**config.mk**
```make
export PLATFORM = sky130hd
export DESIGN_NAME = pcie_perst_link_monitor
export DESIGN_NICKNAME = d
export VERILOG_FILES = /design/src/rtl/pcie_perst_link_monitor.sv
export SDC_FILE = /design/constraint.sdc
export NUM_CORES = 1
export LEC_CHECK = 0
export ABC_AREA = 1
export CORE_MARGIN = 2
export CORE_UTILIZATION = 45
export DETAILED_ROUTE_END_ITERATION = 10
export DONT_BUFFER_PORTS = 1
export HOLD_SLACK_MARGIN = 0.02
export PLACE_DENSITY = 0.64
export SLEW_MARGIN = 20
export SYNTH_ARGS = -nofsm -noshare
export SYNTH_HDL_FRONTEND = slang
export SYNTH_SLANG_ARGS = --single-unit
```
**constraint.sdc**
```tcl
create_clock -name sys_clk -period 2.3 [get_ports sys_clk]
set_input_delay 0.46 -clock sys_clk [delete_from_list [all_inputs] [get_ports sys_clk]]
set_output_delay 0.46 -clock sys_clk [all_outputs]
set_load 0.05 [all_outputs]
```
**src/rtl/pcie_perst_link_monitor.sv**
```systemverilog
// PCIe endpoint PERST#/link bring-up monitor.
// Synchronises board PERST#, sequences the user-logic reset release, then tracks
// link training through debounce to a stable link-up, flagging timeouts and
// counting link-down events.
module pcie_perst_link_monitor #(
  parameter int unsigned SYNC_STAGES  = 3,       // 2..4
  parameter int unsigned REL_DELAY    = 64,      // >= 2
  parameter int unsigned LINK_TIMEOUT = 200000,
  parameter int unsigned DEBOUNCE     = 16,      // >= 2
  parameter logic [5:0]  LTSSM_L0     = 6'h10
) (
  input  logic       sys_clk,
  input  logic       sys_rst_n,
  input  logic       perst_n_in,
  input  logic       user_lnk_up,
  input  logic [5:0] ltssm_state,
  output logic       user_reset,
  output logic       perst_n_sync,
  output logic       link_up_stable,
  output logic       link_timeout,
  output logic [7:0] link_down_cnt,
  output logic [2:0] mon_state
);

  localparam int unsigned RelW = $clog2(REL_DELAY) + 1;
  localparam int unsigned TmoW = $clog2(LINK_TIMEOUT) + 1;
  localparam int unsigned DebW = $clog2(DEBOUNCE) + 1;

  localparam logic [RelW-1:0] RelLast = RelW'(REL_DELAY - 1);
  localparam logic [TmoW-1:0] TmoLast = TmoW'(LINK_TIMEOUT - 1);
  localparam logic [DebW-1:0] DebLast = DebW'(DEBOUNCE - 1);

  typedef enum logic [2:0] {
    StIdle     = 3'd0,
    StPerst    = 3'd1,
    StWaitRel  = 3'd2,
    StWaitLink = 3'd3,
    StDebounce = 3'd4,
    StActive   = 3'd5,
    StTimeout  = 3'd6
  } state_e;

  state_e                 state_q;
  logic [SYNC_STAGES-1:0] sync_q;
  logic [RelW-1:0]        rel_cnt_q;
  logic [TmoW-1:0]        tmo_cnt_q;
  logic [DebW-1:0]        deb_cnt_q;
  logic                   user_reset_q;
  logic                   link_up_stable_q;
  logic                   link_timeout_q;
  logic [7:0]             link_down_cnt_q;
  logic                   link_ok;

  assign link_ok = user_lnk_up && (ltssm_state == LTSSM_L0);

  // PERST# synchroniser shift chain; the last stage is the qualified PERST#.
  always_ff @(posedge sys_clk or negedge sys_rst_n) begin
    if (!sys_rst_n) begin
      sync_q <= '0;
    end else begin
      sync_q <= {sync_q[SYNC_STAGES-2:0], perst_n_in};
    end
  end

  // Bring-up FSM with registered status outputs.
  // The cycle on which a qualifying condition is first observed counts as the
  // first cycle of the delay/debounce window, so the window lengths are exact.
  always_ff @(posedge sys_clk or negedge sys_rst_n) begin
    if (!sys_rst_n) begin
      state_q          <= StIdle;
      rel_cnt_q        <= '0;
      tmo_cnt_q        <= '0;
      deb_cnt_q        <= '0;
      user_reset_q     <= 1'b1;
      link_up_stable_q <= 1'b0;
      link_timeout_q   <= 1'b0;
      link_down_cnt_q  <= '0;
    end else if (!sync_q[SYNC_STAGES-1]) begin
      // PERST# asserted: back to PERST from anywhere; sticky status survives.
      state_q          <= StPerst;
      rel_cnt_q        <= '0;
      tmo_cnt_q        <= '0;
      deb_cnt_q        <= '0;
      user_reset_q     <= 1'b1;
      link_up_stable_q <= 1'b0;
    end else begin
      case (state_q)
        StIdle: begin
          state_q <= StPerst;
        end
        StPerst: begin
          rel_cnt_q <= RelW'(1);
          state_q   <= StWaitRel;
        end
        StWaitRel: begin
          if (rel_cnt_q >= RelLast) begin
            user_reset_q <= 1'b0;
            tmo_cnt_q    <= '0;
            state_q      <= StWaitLink;
          end else begin
            rel_cnt_q <= rel_cnt_q + 1'b1;
          end
        end
        StWaitLink: begin
          // Link-up takes priority over a coincident timeout.
          if (link_ok) begin
            deb_cnt_q <= DebW'(1);
            state_q   <= StDebounce;
          end else if (tmo_cnt_q >= TmoLast) begin
            link_timeout_q <= 1'b1;
            state_q        <= StTimeout;
          end else begin
            tmo_cnt_q <= tmo_cnt_q + 1'b1;
          end
        end
        StDebounce: begin
          // Timeout counter is deliberately left untouched on a drop.
          if (!link_ok) begin
            deb_cnt_q <= '0;
            state_q   <= StWaitLink;
          end else if (deb_cnt_q >= DebLast) begin
            link_up_stable_q <= 1'b1;
            state_q          <= StActive;
          end else begin
            deb_cnt_q <= deb_cnt_q + 1'b1;
          end
        end
        StActive: begin
          // Only loss of link-up leaves ACTIVE; LTSSM excursions are ignored.
          if (!user_lnk_up) begin
            link_up_stable_q <= 1'b0;
            tmo_cnt_q        <= '0;
            if (link_down_cnt_q != 8'hFF) begin
              link_down_cnt_q <= link_down_cnt_q + 8'd1;
            end
            state_q <= StWaitLink;
          end
        end
        StTimeout: begin
          if (link_ok) begin
            deb_cnt_q <= DebW'(1);
            state_q   <= StDebounce;
          end
        end
        default: begin
          state_q <= StIdle;
        end
      endcase
    end
  end

  assign user_reset     = user_reset_q;
  assign perst_n_sync   = sync_q[SYNC_STAGES-1];
  assign link_up_stable = link_up_stable_q;
  assign link_timeout   = link_timeout_q;
  assign link_down_cnt  = link_down_cnt_q;
  assign mon_state      = state_q;

endmodule
```
After elaboration in Yosys (flattened, before gate mapping)
Cells that the tools add are included.

Bits in registers: 48. Input bits: 10. Output and inout port bits: 15. Logic and storage cells: 86.

Add/subtract/negate cells: 4. Magnitude comparators: 3. Equal/unequal tests: 26. Muxes and demuxes: 31. Bitwise operators: 2. Reduce and logical (&&, ||, !) cells: 11.

Operator list (count): $mux 19 (5); $pmux 19 s3 (1); $mux 3 (8); $ne 3x3->1 const B (8); $pmux 3 s7 (1); $mux 5 (4); $add 19x1->19 const B (1); $ge 19x18->1 const B (1); $mux 7 (2); $pmux 7 s2 (1); $ne 4x4->1 const B (3); $reduce_and 4->1 (3); $pmux 5 s2 (1); $reduce_and 5->1 (2); $eq 3x3->1 const B (3); $add 8x1->8 const B (1); $ne 8x8->1 const B (1); $add 7x1->7 const B (1); $ge 7x6->1 const B (1); $mux 1 (7); $eq 3x2->1 const B (2); $eq 6x5->1 const B (1); $ne 3x1->1 const B (2); $ne 3x2->1 const B (2); other kinds (12) (15).

Logic depth before layout (Yosys ltp)
Gate-level depths: netlist of run 1.

Depth in word-level cells: 5. Depth in mapped cells: 14.

Worst setup path before layout of run 1
Ideal clock, no wire load.

Path kind: register to register. Start point: register state_q[0], in the netlist mon_state[0]. End point: register tmo_cnt_q[8]. Library setup time: 0.118 ns. Arrival: 1.790 ns. Setup slack: 0.392 ns. Cell stages (with the launch flop): 13. Period minus slack after synthesis: 1.908 ns. Cells stage by stage: dfrtp_1 inv_2 nor2_2 nand2_2 nand2_2 inv_2 nand2_1 nand3_1 nor2_2 nand2_4 buf_6 nand2_1 o21ai_2.

Word-level cells in the longest chain between the ends: 3.

RTL lines: start, declared (line 43) `state_e state_q;`; start signal, assigned (line 70) `state_q <= StIdle;`; start signal, assigned (line 80) `state_q <= StPerst;`; start signal, assigned (line 89) `state_q <= StPerst;`; $eq 3x3->1 or $eq 3x2->1 (tied branches) (line 87) `case (state_q)`; $ne 4x1->1 (no source line) (tied with other cells); $reduce_and 5->1 (no source line) or $mux 19 (tied branches); end signal, assigned (line 113) `tmo_cnt_q <= tmo_cnt_q + 1'b1;`; end, declared (line 46) `logic [TmoW-1:0] tmo_cnt_q;`.

Several ways; a longest one is shown, not always the timed one. A chain may end at the register's enable or synchronous reset.

Worst setup path after layout of run 1
Start point: register tmo_cnt_q[0]. End point: register tmo_cnt_q[16].

Word-level cells in the longest chain between the ends: 5.

RTL lines: $add 19x1->19 (line 113); $mux 19 (line 109) `end else if (tmo_cnt_q >= TmoLast) begin`; $mux 19 (line 106) `if (link_ok) begin`; $pmux 19 s3 (line 87); $mux 19 (line 78) `end else if (!sync_q[SYNC_STAGES-1]) begin`.

Several ways; a longest one is shown, not always the timed one. The select of a mux whose other input is x is not followed.

==> flow_summary.html, run 1 <==
<table>
<tr><th>Metric</th><th>Value</th></tr>
<tr><th colspan="2">Status</th></tr>
<tr><td>Result of the run</td><td>finished, final reports clean</td></tr>
<tr><th colspan="2">STA</th></tr>
<tr><td>Fmax</td><td>~0.53 GHz</td></tr>
<tr><td>Final critical-path required period</td><td>between 1500 and 2000 ps</td></tr>
<tr><td>Number of setup violations in the final report</td><td>0</td></tr>
<tr><td>Period utilization</td><td>0.8266</td></tr>
<tr><td>Setup tns final</td><td>0 ps</td></tr>
<tr><td>Normalized max-slew margin</td><td>0.6471</td></tr>
<tr><td>Setup repair after global routing missed its margin</td><td>no</td></tr>
<tr><td>Number of pins exceeding their max-slew limit in the final report</td><td>0</td></tr>
<tr><td>PnR worst setup slack</td><td>398.7 ps</td></tr>
<tr><td>Total count of hold-check failures in the final report</td><td>0</td></tr>
<tr><td>Least-Margin Pin Slew</td><td>approximately 530 ps</td></tr>
<tr><td>Worst setup skew after layout</td><td>roughly 11 ps</td></tr>
<tr><th colspan="2">Cells and area</th></tr>
<tr><td>Filler cells</td><td>just over 600</td></tr>
<tr><td>Leading cell type in the layout, fill and taps excluded</td><td>sky130_fd_sc_hd__nand2_1</td></tr>
<tr><td>Non-Filler Instances</td><td>482</td></tr>
<tr><td>Final antenna diode count</td><td>0</td></tr>
<tr><td>Share of the core filled with cells</td><td>0.5135</td></tr>
<tr><td>Sequential cell area</td><td>around 0.0012 mm^2</td></tr>
<tr><td>Fraction of final layout cells sized beyond drive strength 1</td><td>0.1358</td></tr>
<tr><td>Final cell area excluding filler cells</td><td>between 0.003 and 0.004 mm^2</td></tr>
<tr><td>Combined area of the multi-input logic cells</td><td>0.001440 mm^2</td></tr>
<tr><td>Nets</td><td>419</td></tr>
<tr><td>Commonest non-fill, non-tap cells in the layout</td><td>sky130_fd_sc_hd__nand2_1 (109), sky130_fd_sc_hd__dfrtp_1 (47), sky130_fd_sc_hd__inv_1 (46)</td></tr>
<tr><td>Synth-to-layout area growth</td><td>11.71%</td></tr>
<tr><th colspan="2">Clocking</th></tr>
<tr><td>CTS tree</td><td>yes</td></tr>
<tr><td>Buffer cell driving the clock tree root</td><td>sky130_fd_sc_hd__clkbuf_8</td></tr>
<tr><td>Num Clock Sinks</td><td>48</td></tr>
<tr><td>CTS clk-pin slew, worst paths</td><td>roughly 90 ps</td></tr>
<tr><td>Post-CTS Repair Setup Buffers</td><td>0</td></tr>
<tr><td>H-tree depth</td><td>2</td></tr>
<tr><td>CTS Buf Count</td><td>5</td></tr>
<tr><td>Clock latency at the later pin of the worst-skew pair</td><td>~300 ps</td></tr>
<tr><td>Number of buffers on the longest clock path</td><td>2</td></tr>
<tr><th colspan="2">Floorplan</th></tr>
<tr><td>Std-Cell Rows</td><td>29</td></tr>
<tr><td>Placeable Area</td><td>0.006277 mm^2</td></tr>
<tr><td>Ports</td><td>25</td></tr>
<tr><td>Effective utilization at floorplan</td><td>0.4596</td></tr>
<tr><td>Die Y-Extent</td><td>84.08 um</td></tr>
<tr><td>Die Wd</td><td>84.08 um</td></tr>
<tr><td>Die Outline Area</td><td>a little over 0.007 mm^2</td></tr>
<tr><th colspan="2">Critical path</th></tr>
<tr><td>Worst R2R End</td><td>tmo_cnt_q[16]</td></tr>
<tr><td>Critical-path top delay cell</td><td>sky130_fd_sc_hd__dfrtp_1</td></tr>
<tr><td>Worst Reg2Reg Path Length in Cells</td><td>10</td></tr>
<tr><td>Critical path start-end classification</td><td>reg2reg</td></tr>
<tr><td>Last element of the critical path</td><td>tmo_cnt_q[16]</td></tr>
<tr><td>Worst R2R Setup Slack</td><td>between 300 and 400 ps</td></tr>
<tr><td>Start of the worst register-to-register path</td><td>tmo_cnt_q[0]</td></tr>
<tr><td>Signal arrival time at the worst endpoint</td><td>roughly 2100 ps</td></tr>
<tr><td>Start point of the critical path</td><td>tmo_cnt_q[0]</td></tr>
<tr><td>Most common cell on crit path</td><td>sky130_fd_sc_hd__nand2_1</td></tr>
<tr><td>Required time of the critical path</td><td>approximately 2500 ps</td></tr>
<tr><td>CP Capture Type</td><td>flip-flop</td></tr>
<tr><td>Startpoint class of the critical path</td><td>flip-flop</td></tr>
<tr><td>Cell Chain, Critical Path</td><td>ha_1 -&gt; nand2_1 -&gt; nor3_2 -&gt; nand3_1 -&gt; nand2_1 -&gt; inv_1 -&gt; nand2_2 -&gt; nand2_1 -&gt; nand2_4 -&gt; o21ai_0</td></tr>
<tr><td>Largest incremental delay on the critical path</td><td>approximately 400 ps</td></tr>
<tr><td>Critical Path Fanout Max</td><td>27</td></tr>
<tr><th colspan="2">Logic synthesis</th></tr>
<tr><td>Average cell area after synthesis</td><td>~7.4 um^2</td></tr>
<tr><td>Mapped Area</td><td>roughly 0.0029 mm^2</td></tr>
<tr><td>Syn Nets</td><td>just over 400</td></tr>
<tr><td>Largest cells by area after synthesis</td><td>sky130_fd_sc_hd__dfrtp_1 (41%), sky130_fd_sc_hd__nand2_1 (14%), sky130_fd_sc_hd__nand3_1 (6.8%)</td></tr>
<tr><td>Post-Synthesis Cells</td><td>approximately 400</td></tr>
<tr><td>Library cell occupying the most area in the post-synthesis netlist</td><td>sky130_fd_sc_hd__dfrtp_1</td></tr>
<tr><td>Synth top area share</td><td>0.4076</td></tr>
<tr><td>Distinct cell type count of the synthesized netlist</td><td>33</td></tr>
<tr><td>Yosys warnings</td><td>0</td></tr>
<tr><td>Portion of the post-synthesis area used by sequential elements</td><td>0.4167</td></tr>
<tr><td>Number of flip-flops and latches in the synthesized netlist</td><td>48</td></tr>
<tr><th colspan="2">Global route</th></tr>
<tr><td>Wire length of the first global-routing pass</td><td>between 10000 and 15000 um</td></tr>
<tr><td>Number of antenna violations at the first check in global routing</td><td>0</td></tr>
<tr><td>Pin count of the biggest net entering global routing</td><td>a little under 50</td></tr>
<tr><td>Overall routing resource usage</td><td>0.1789</td></tr>
<tr><td>Via count of the first global-routing pass</td><td>approximately 2300</td></tr>
<tr><td>Overflow after GRT</td><td>0</td></tr>
<tr><th colspan="2">Detailed routing</th></tr>
<tr><td>Via density per instance</td><td>5.010</td></tr>
<tr><td>Number of vias in the routed layout</td><td>approximately 2400</td></tr>
<tr><td>First drt pass iteration count</td><td>4</td></tr>
<tr><td>ANT nets after route</td><td>0</td></tr>
<tr><td>Detailed router's first-iteration violation count</td><td>between 100 and 150</td></tr>
<tr><td>Drc violations</td><td>0</td></tr>
<tr><td>Total length of routed wires</td><td>slightly below 6000 um</td></tr>
<tr><td>Routed length per placed instance</td><td>~12 um</td></tr>
<tr><th colspan="2">Place</th></tr>
<tr><td>Placed cells</td><td>472</td></tr>
<tr><td>Final HPWL DP</td><td>4318 um</td></tr>
<tr><td>Routability-driven placement congestion ratio</td><td>between 0.8 and 0.9</td></tr>
<tr><td>Worst slack, placed</td><td>roughly 360 ps</td></tr>
<tr><td>Area of placed instances</td><td>between 0.003 and 0.004 mm^2</td></tr>
<tr><td>IO Port Bufs</td><td>0</td></tr>
<tr><th colspan="2">Run</th></tr>
<tr><td>Max_cap viols</td><td>0</td></tr>
<tr><th colspan="2">Power and ir drop</th></tr>
<tr><td>Largest vdd supply drop</td><td>approximately 430 uV</td></tr>
<tr><td>Power per cell area</td><td>roughly 810 mW/mm^2</td></tr>
<tr><td>Standby leakage power</td><td>approximately 0.0016 uW</td></tr>
<tr><th colspan="2">Min path</th></tr>
<tr><td>Worst Hold Class</td><td>in2reg</td></tr>
</table>
critical path, delay by kind of cell, from the launching register on:
family | cells | cell delay (ps)
buffers and inverters | 1 | 40
DFF | 1 | 400
and+or+nand+nor | 7 | 1030
adders and majority gates | 1 | 170
AOI/OAI and AO/OA | 1 | 140
final cells by class:
type                    count  area share
multi-input cells         283      0.4468
flip-flops and latches     48      0.3731
inverters                  52     0.06134
repair buffers             14     0.03960
well taps                  77     0.02989
clock inverters             3     0.02795
clock buffers               5     0.02135
how the worst min path moves through the flow:
stage | cells after the start | slack (ps) | to | from
2_1_floorplan | 0 | 160 | deb_cnt_q[0] | sys_rst_n
3_3_place_gp | 0 | 170 | rel_cnt_q[3] | sys_rst_n
3_5_place_dp | 0 | 170 | rel_cnt_q[1] | sys_rst_n
4_1_cts | 0 | 170 | sync_q[0] | perst_n_in
5_1_grt | 0 | 160 | sync_q[0] | perst_n_in
6_report | 0 | 180 | sync_q[0] | perst_n_in
metal layers:
metal,vias up,part of all wire,global-route usage
met5,-,0,0
met4,0,0.0058,0.04399
met1,1106,0.49,0.2494
met3,2,0.042,0.03561
met2,44,0.46,0.2864
li1,1263,-,-
kinds of logic (layout without fill, tap and decap cells):
group                    after synthesis  in the layout  synth area share
AO/OA/AOI/OAI                         39             39           0.08456
adder cells (fa/ha/maj)                5              5           0.02168
flip-flops                            48             48            0.4167
XOR/XNOR                              13             13           0.03946
AND/OR/NAND/NOR                      226            226            0.3534
buffers and inverters                 58             74           0.08413
report_power, final:
part           total (uW)  internal, uW  leakage, uW  switching (uW)
clock                 839           544    0.0000784             295
sequential           1000           907     0.000634            93.3
combinational         760           211     0.000904             550
total                2600          1660      0.00162             938
sequential cells by signal, indices dropped and copies added, names as in the netlist:
register        cells
tmo_cnt_q          19
link_down_cnt       8
rel_cnt_q           7
deb_cnt_q           5
mon_state           3
sync_q              3
link_timeout        1
link_up_stable      1
user_reset          1
what timing repair did:
action	CTS	global route
endpoints found under the setup margin	0	0
resized for setup	0	0
endpoints found under the hold margin	48	0
hold buffers	2	0
synth_stat cells:
library cell                count
sky130_fd_sc_hd__nand2_1      109
sky130_fd_sc_hd__dfrtp_1       47
sky130_fd_sc_hd__inv_1         46
sky130_fd_sc_hd__nor2_1        44
sky130_fd_sc_hd__nand3_1       39
sky130_fd_sc_hd__o21ai_0       16
sky130_fd_sc_hd__xor2_1        11
sky130_fd_sc_hd__nand4_1       10
sky130_fd_sc_hd__nand2_2        7
sky130_fd_sc_hd__o21ai_2        7
sky130_fd_sc_hd__a21oi_1        6
sky130_fd_sc_hd__ha_1           5
sky130_fd_sc_hd__inv_2          5
sky130_fd_sc_hd__nor2_2         4
sky130_fd_sc_hd__buf_2          3
sky130_fd_sc_hd__nor3_1         3
sky130_fd_sc_hd__nor3_2         3
sky130_fd_sc_hd__o21a_1         3
sky130_fd_sc_hd__o21bai_1       3
sky130_fd_sc_hd__buf_6          2
sky130_fd_sc_hd__nor2_4         2
sky130_fd_sc_hd__or2_2          2
sky130_fd_sc_hd__xnor2_1        2
sky130_fd_sc_hd__a31oi_1        1
sky130_fd_sc_hd__buf_4          1
sky130_fd_sc_hd__dfstp_2        1
sky130_fd_sc_hd__inv_4          1
sky130_fd_sc_hd__nand2_4        1
sky130_fd_sc_hd__nand3b_1       1
sky130_fd_sc_hd__nor2_8         1
sky130_fd_sc_hd__o2111ai_1      1
sky130_fd_sc_hd__o211ai_1       1
sky130_fd_sc_hd__o21ai_1        1
through the flow:
| stage | hold WS (ps) | total power, uW |
|---|---|---|
| after floorplan | 164.4 | 1595 |
| final | 177.9 | 2600 |
| after global placement | 166.3 | 1748 |
| after detailed placement | 166.2 | 1758 |
| after global routing | 158.1 | 2740 |
| after CTS | 170.9 | 2629 |
No activity file was read; power rests on OpenSTA's default activity.
==> inputs of run 2 (changes only) <==
PLACE_DENSITY = 0.66   (was 0.64)
clock period = 1.6 ns   (was 2.3 ns; I/O delays follow)
==> run 2 against run 1 <==
Effect of this change:
- the run now ends with negative setup slack left
- count of clock-buffer cells in the layout unchanged
- core utilization increased by 12 points
- die area unchanged
- power increased by 49%
- worst setup slack got worse by 470 ps
- largest power group is now combinational logic
- largest cell class unchanged
- global-route usage increased by 2.1 points
- clock power decreased by 13%
- critical endpoint is now tmo_cnt_q[4]
- cell count increased by 12%
- sequential share of layout area decreased by 6.6 points
- cell area increased by 23%
==> flow_summary.html, run 2 (same netlist as run 1, synthesis figures left out) <==
<table>
<tr><th>Metric</th><th>Value</th></tr>
<tr><th colspan="2">Power and ir drop</th></tr>
<tr><td>Largest vdd supply drop</td><td>~700 uV</td></tr>
<tr><td>Standby leakage power</td><td>between 0.002 and 0.0025 uW</td></tr>
<tr><td>Part of the power in the clock network</td><td>0.187</td></tr>
<tr><td>Sw Share</td><td>0.4085</td></tr>
<tr><td>Final Power</td><td>around 3900 uW</td></tr>
<tr><td>Power per cell area</td><td>approximately 1000 mW/mm^2</td></tr>
<tr><td>Net switching power of the design</td><td>roughly 1600 uW</td></tr>
<tr><td>Sequential cell fraction of total power</td><td>0.371</td></tr>
<tr><td>Total internal power</td><td>around 2300 uW</td></tr>
<tr><td>Combinational Power Share</td><td>0.442</td></tr>
<tr><th colspan="2">Cells and area</th></tr>
<tr><td>Commonest non-fill, non-tap cells in the layout</td><td>sky130_fd_sc_hd__nand2_1 (81), sky130_fd_sc_hd__buf_4 (65), sky130_fd_sc_hd__inv_1 (44)</td></tr>
<tr><td>Nets</td><td>approximately 480</td></tr>
<tr><td>Synth-to-layout area growth</td><td>37.16%</td></tr>
<tr><td>Max reg flops</td><td>19</td></tr>
<tr><td>Leading cell type in the layout, fill and taps excluded</td><td>sky130_fd_sc_hd__nand2_1</td></tr>
<tr><td>Final antenna diode count</td><td>0</td></tr>
<tr><td>Biggest register</td><td>tmo_cnt_q</td></tr>
<tr><td>Final cell area excluding filler cells</td><td>0.003958 mm^2</td></tr>
<tr><td>Fraction of final layout cells sized beyond drive strength 1</td><td>0.3849</td></tr>
<tr><td>Filler cells</td><td>around 530</td></tr>
<tr><td>Combined area of the multi-input logic cells</td><td>~0.0017 mm^2</td></tr>
<tr><td>Sequential cell area</td><td>approximately 0.0012 mm^2</td></tr>
<tr><td>Share of the core filled with cells</td><td>0.6305</td></tr>
<tr><th colspan="2">STA</th></tr>
<tr><td>Least-Margin Pin Slew</td><td>approximately 480 ps</td></tr>
<tr><td>PnR worst setup slack</td><td>-71.52 ps</td></tr>
<tr><td>Post-Route Hold Slack</td><td>315.8 ps</td></tr>
<tr><td>Period utilization</td><td>1.045</td></tr>
<tr><td>Normalized max-slew margin</td><td>0.6825</td></tr>
<tr><td>Final critical-path required period</td><td>around 1700 ps</td></tr>
<tr><td>Worst setup skew after layout</td><td>6.784 ps</td></tr>
<tr><td>Number of setup violations in the final report</td><td>22</td></tr>
<tr><td>Number of pins exceeding their max-slew limit in the final report</td><td>0</td></tr>
<tr><td>Fmax</td><td>~0.60 GHz</td></tr>
<tr><td>Setup repair after global routing missed its margin</td><td>yes</td></tr>
<tr><td>Total count of hold-check failures in the final report</td><td>0</td></tr>
<tr><th colspan="2">Global route</th></tr>
<tr><td>Overall routing resource usage</td><td>0.1998</td></tr>
<tr><td>Overflow after GRT</td><td>0</td></tr>
<tr><td>Wire length of the first global-routing pass</td><td>approximately 12000 um</td></tr>
<tr><td>Number of antenna violations at the first check in global routing</td><td>0</td></tr>
<tr><td>Pin count of the biggest net entering global routing</td><td>~50</td></tr>
<tr><td>Via count of the first global-routing pass</td><td>roughly 2600</td></tr>
<tr><th colspan="2">Clocking</th></tr>
<tr><td>CTS clk-pin slew, worst paths</td><td>90 ps</td></tr>
<tr><td>Number of buffers on the longest clock path</td><td>2</td></tr>
<tr><td>Num Clock Sinks</td><td>48</td></tr>
<tr><td>CTS Buf Count</td><td>5</td></tr>
<tr><td>Clock latency at the later pin of the worst-skew pair</td><td>roughly 300 ps</td></tr>
<tr><td>CTS tree</td><td>yes</td></tr>
<tr><td>H-tree depth</td><td>2</td></tr>
<tr><td>Buffer cell driving the clock tree root</td><td>sky130_fd_sc_hd__clkbuf_8</td></tr>
<tr><th colspan="2">Status</th></tr>
<tr><td>Result of the run</td><td>finished with violations</td></tr>
<tr><td>Failing checks</td><td>negative setup slack</td></tr>
<tr><th colspan="2">Critical path</th></tr>
<tr><td>Startpoint class of the critical path</td><td>flip-flop</td></tr>
<tr><td>Signal arrival time at the worst endpoint</td><td>around 1900 ps</td></tr>
<tr><td>Critical path start-end classification</td><td>reg2reg</td></tr>
<tr><td>CP Capture Type</td><td>flip-flop</td></tr>
<tr><td>Critical Path Fanout Max</td><td>8</td></tr>
<tr><td>Required time of the critical path</td><td>around 1800 ps</td></tr>
<tr><th colspan="2">Floorplan</th></tr>
<tr><td>Std-Cell Rows</td><td>29</td></tr>
<tr><td>Die Y-Extent</td><td>84.08 um</td></tr>
<tr><td>Die Outline Area</td><td>about 0.0071 mm^2</td></tr>
<tr><td>Effective utilization at floorplan</td><td>0.4596</td></tr>
<tr><td>Placeable Area</td><td>around 0.0063 mm^2</td></tr>
<tr><td>Die Wd</td><td>84.08 um</td></tr>
<tr><td>Ports</td><td>25</td></tr>
<tr><th colspan="2">Min path</th></tr>
<tr><td>Worst Hold Class</td><td>in2reg</td></tr>
<tr><th colspan="2">Detailed routing</th></tr>
<tr><td>Number of vias in the routed layout</td><td>roughly 2700</td></tr>
<tr><td>Via density per instance</td><td>between 5 and 6</td></tr>
<tr><td>First drt pass iteration count</td><td>4</td></tr>
<tr><td>ANT nets after route</td><td>0</td></tr>
<tr><td>Drc violations</td><td>0</td></tr>
<tr><td>Total length of routed wires</td><td>just over 7000 um</td></tr>
<tr><td>Detailed router's first-iteration violation count</td><td>143</td></tr>
<tr><td>Routed length per placed instance</td><td>approximately 13 um</td></tr>
<tr><th colspan="2">Run</th></tr>
<tr><td>Max_cap viols</td><td>0</td></tr>
<tr><th colspan="2">Place</th></tr>
<tr><td>Routability-driven placement congestion ratio</td><td>about 0.88</td></tr>
<tr><td>Area of placed instances</td><td>0.003430 mm^2</td></tr>
<tr><td>Final HPWL DP</td><td>4837 um</td></tr>
<tr><td>IO Port Bufs</td><td>0</td></tr>
<tr><td>Worst slack, placed</td><td>-160.4 ps</td></tr>
</table>
-- run 2: changes by cell type in the layout (fill, tap and decap cells not counted), moves of 4 or more --
cell / change
sky130_fd_sc_hd__dfrtp_1: -9
sky130_fd_sc_hd__nor2_1: -9
sky130_fd_sc_hd__ha_1: -4
sky130_fd_sc_hd__nand2_1: -28
sky130_fd_sc_hd__o21ai_0: -5
sky130_fd_sc_hd__dfrtp_2: +9
sky130_fd_sc_hd__nand2_4: +13
sky130_fd_sc_hd__nor2_4: +6
sky130_fd_sc_hd__nand2_2: +15
sky130_fd_sc_hd__nand3_1: -9
sky130_fd_sc_hd__ha_2: +4
sky130_fd_sc_hd__buf_4: +53
sky130_fd_sc_hd__nand3_2: +8
-- run 2: path summary, 6_finish.rpt --
path	from	to	slack [ps]	cells after the start
max	rel_cnt_q[0]	tmo_cnt_q[4]	-70	11
max in group asynchronous	sys_rst_n	user_reset	790	2
min	ltssm_state[0]	link_timeout	320	4
min in group asynchronous	sys_rst_n	link_down_cnt[4]	530	2
max reg2reg	rel_cnt_q[0]	tmo_cnt_q[4]	-70	11
min reg2reg	sync_q[1]	sync_q[2]	360	0
-- run 2: metrics by stage --
stage / cells / TNS [ps]
CTS: 531 / -259.2
detailed placement: 519 / -3006
global route: 542 / -4181
global placement: 519 / -2389
floorplan: 389 / -957.2
finish: 542 / -960.3
-- run 2: cell type report --
cell class | count | area share
Clock buffer | 5 | 0.01739
Clock inverter | 3 | 0.004742
Inverter | 52 | 0.05058
Multi-Input combinational cell | 283 | 0.4325
Sequential cell | 48 | 0.3067
Tap cell | 77 | 0.02434
Timing Repair Buffer | 74 | 0.1638
-- run 2: repair_timing --
item / 4_1_cts / 5_1_grt
setup buffers: 2 / 8
gates resized for setup: 32 / 51
endpoints found under the setup margin: 27 / 38
pin swaps: 9 / 11
gates cloned: 0 / 2
hold buffers: 2 / 1
hold endpoints to repair: 48 / 1
-- run 2: power by group through the flow --
stage / clock [uW] / sequential (uW) / combinational [uW]
5_1_grt: 814 / 1450 / 1850
2_1_floorplan: 0 / 1630 / 701
3_3_place_gp: 0 / 1460 / 1290
6_report: 726 / 1440 / 1710
4_1_cts: 750 / 1440 / 1400
3_5_place_dp: 0 / 1460 / 1310
-- run 2: worst max-delay path, stage by stage, from the launching register on --
cell and delay (ps):
sky130_fd_sc_hd__dfrtp_1 400, sky130_fd_sc_hd__ha_2 210, sky130_fd_sc_hd__nand3_2 80, sky130_fd_sc_hd__nor2_2 120, sky130_fd_sc_hd__nand2_1 80, sky130_fd_sc_hd__nand3_2 90
sky130_fd_sc_hd__nor2_4 60, sky130_fd_sc_hd__nor2_4 130, sky130_fd_sc_hd__nand2_4 110, sky130_fd_sc_hd__clkbuf_16 190, sky130_fd_sc_hd__nand2_4 50, sky130_fd_sc_hd__o21ai_2 40
-- run 2: layer usage --
layer	global-route usage	up-vias	wire, um
met1	0.2600	1291	3066
met5	0	-	0
met4	0.04692	0	70
met3	0.03462	6	232
li1	-	1387	-
met2	0.3463	51	3713
==> inputs of run 3 (changes only) <==
GPL_ROUTABILITY_DRIVEN = 0   (was unset)
SLEW_MARGIN = 15   (was 20)
==> results of run 3 <==
The final DEF is identical to that of run 2; final timing and power are the same.
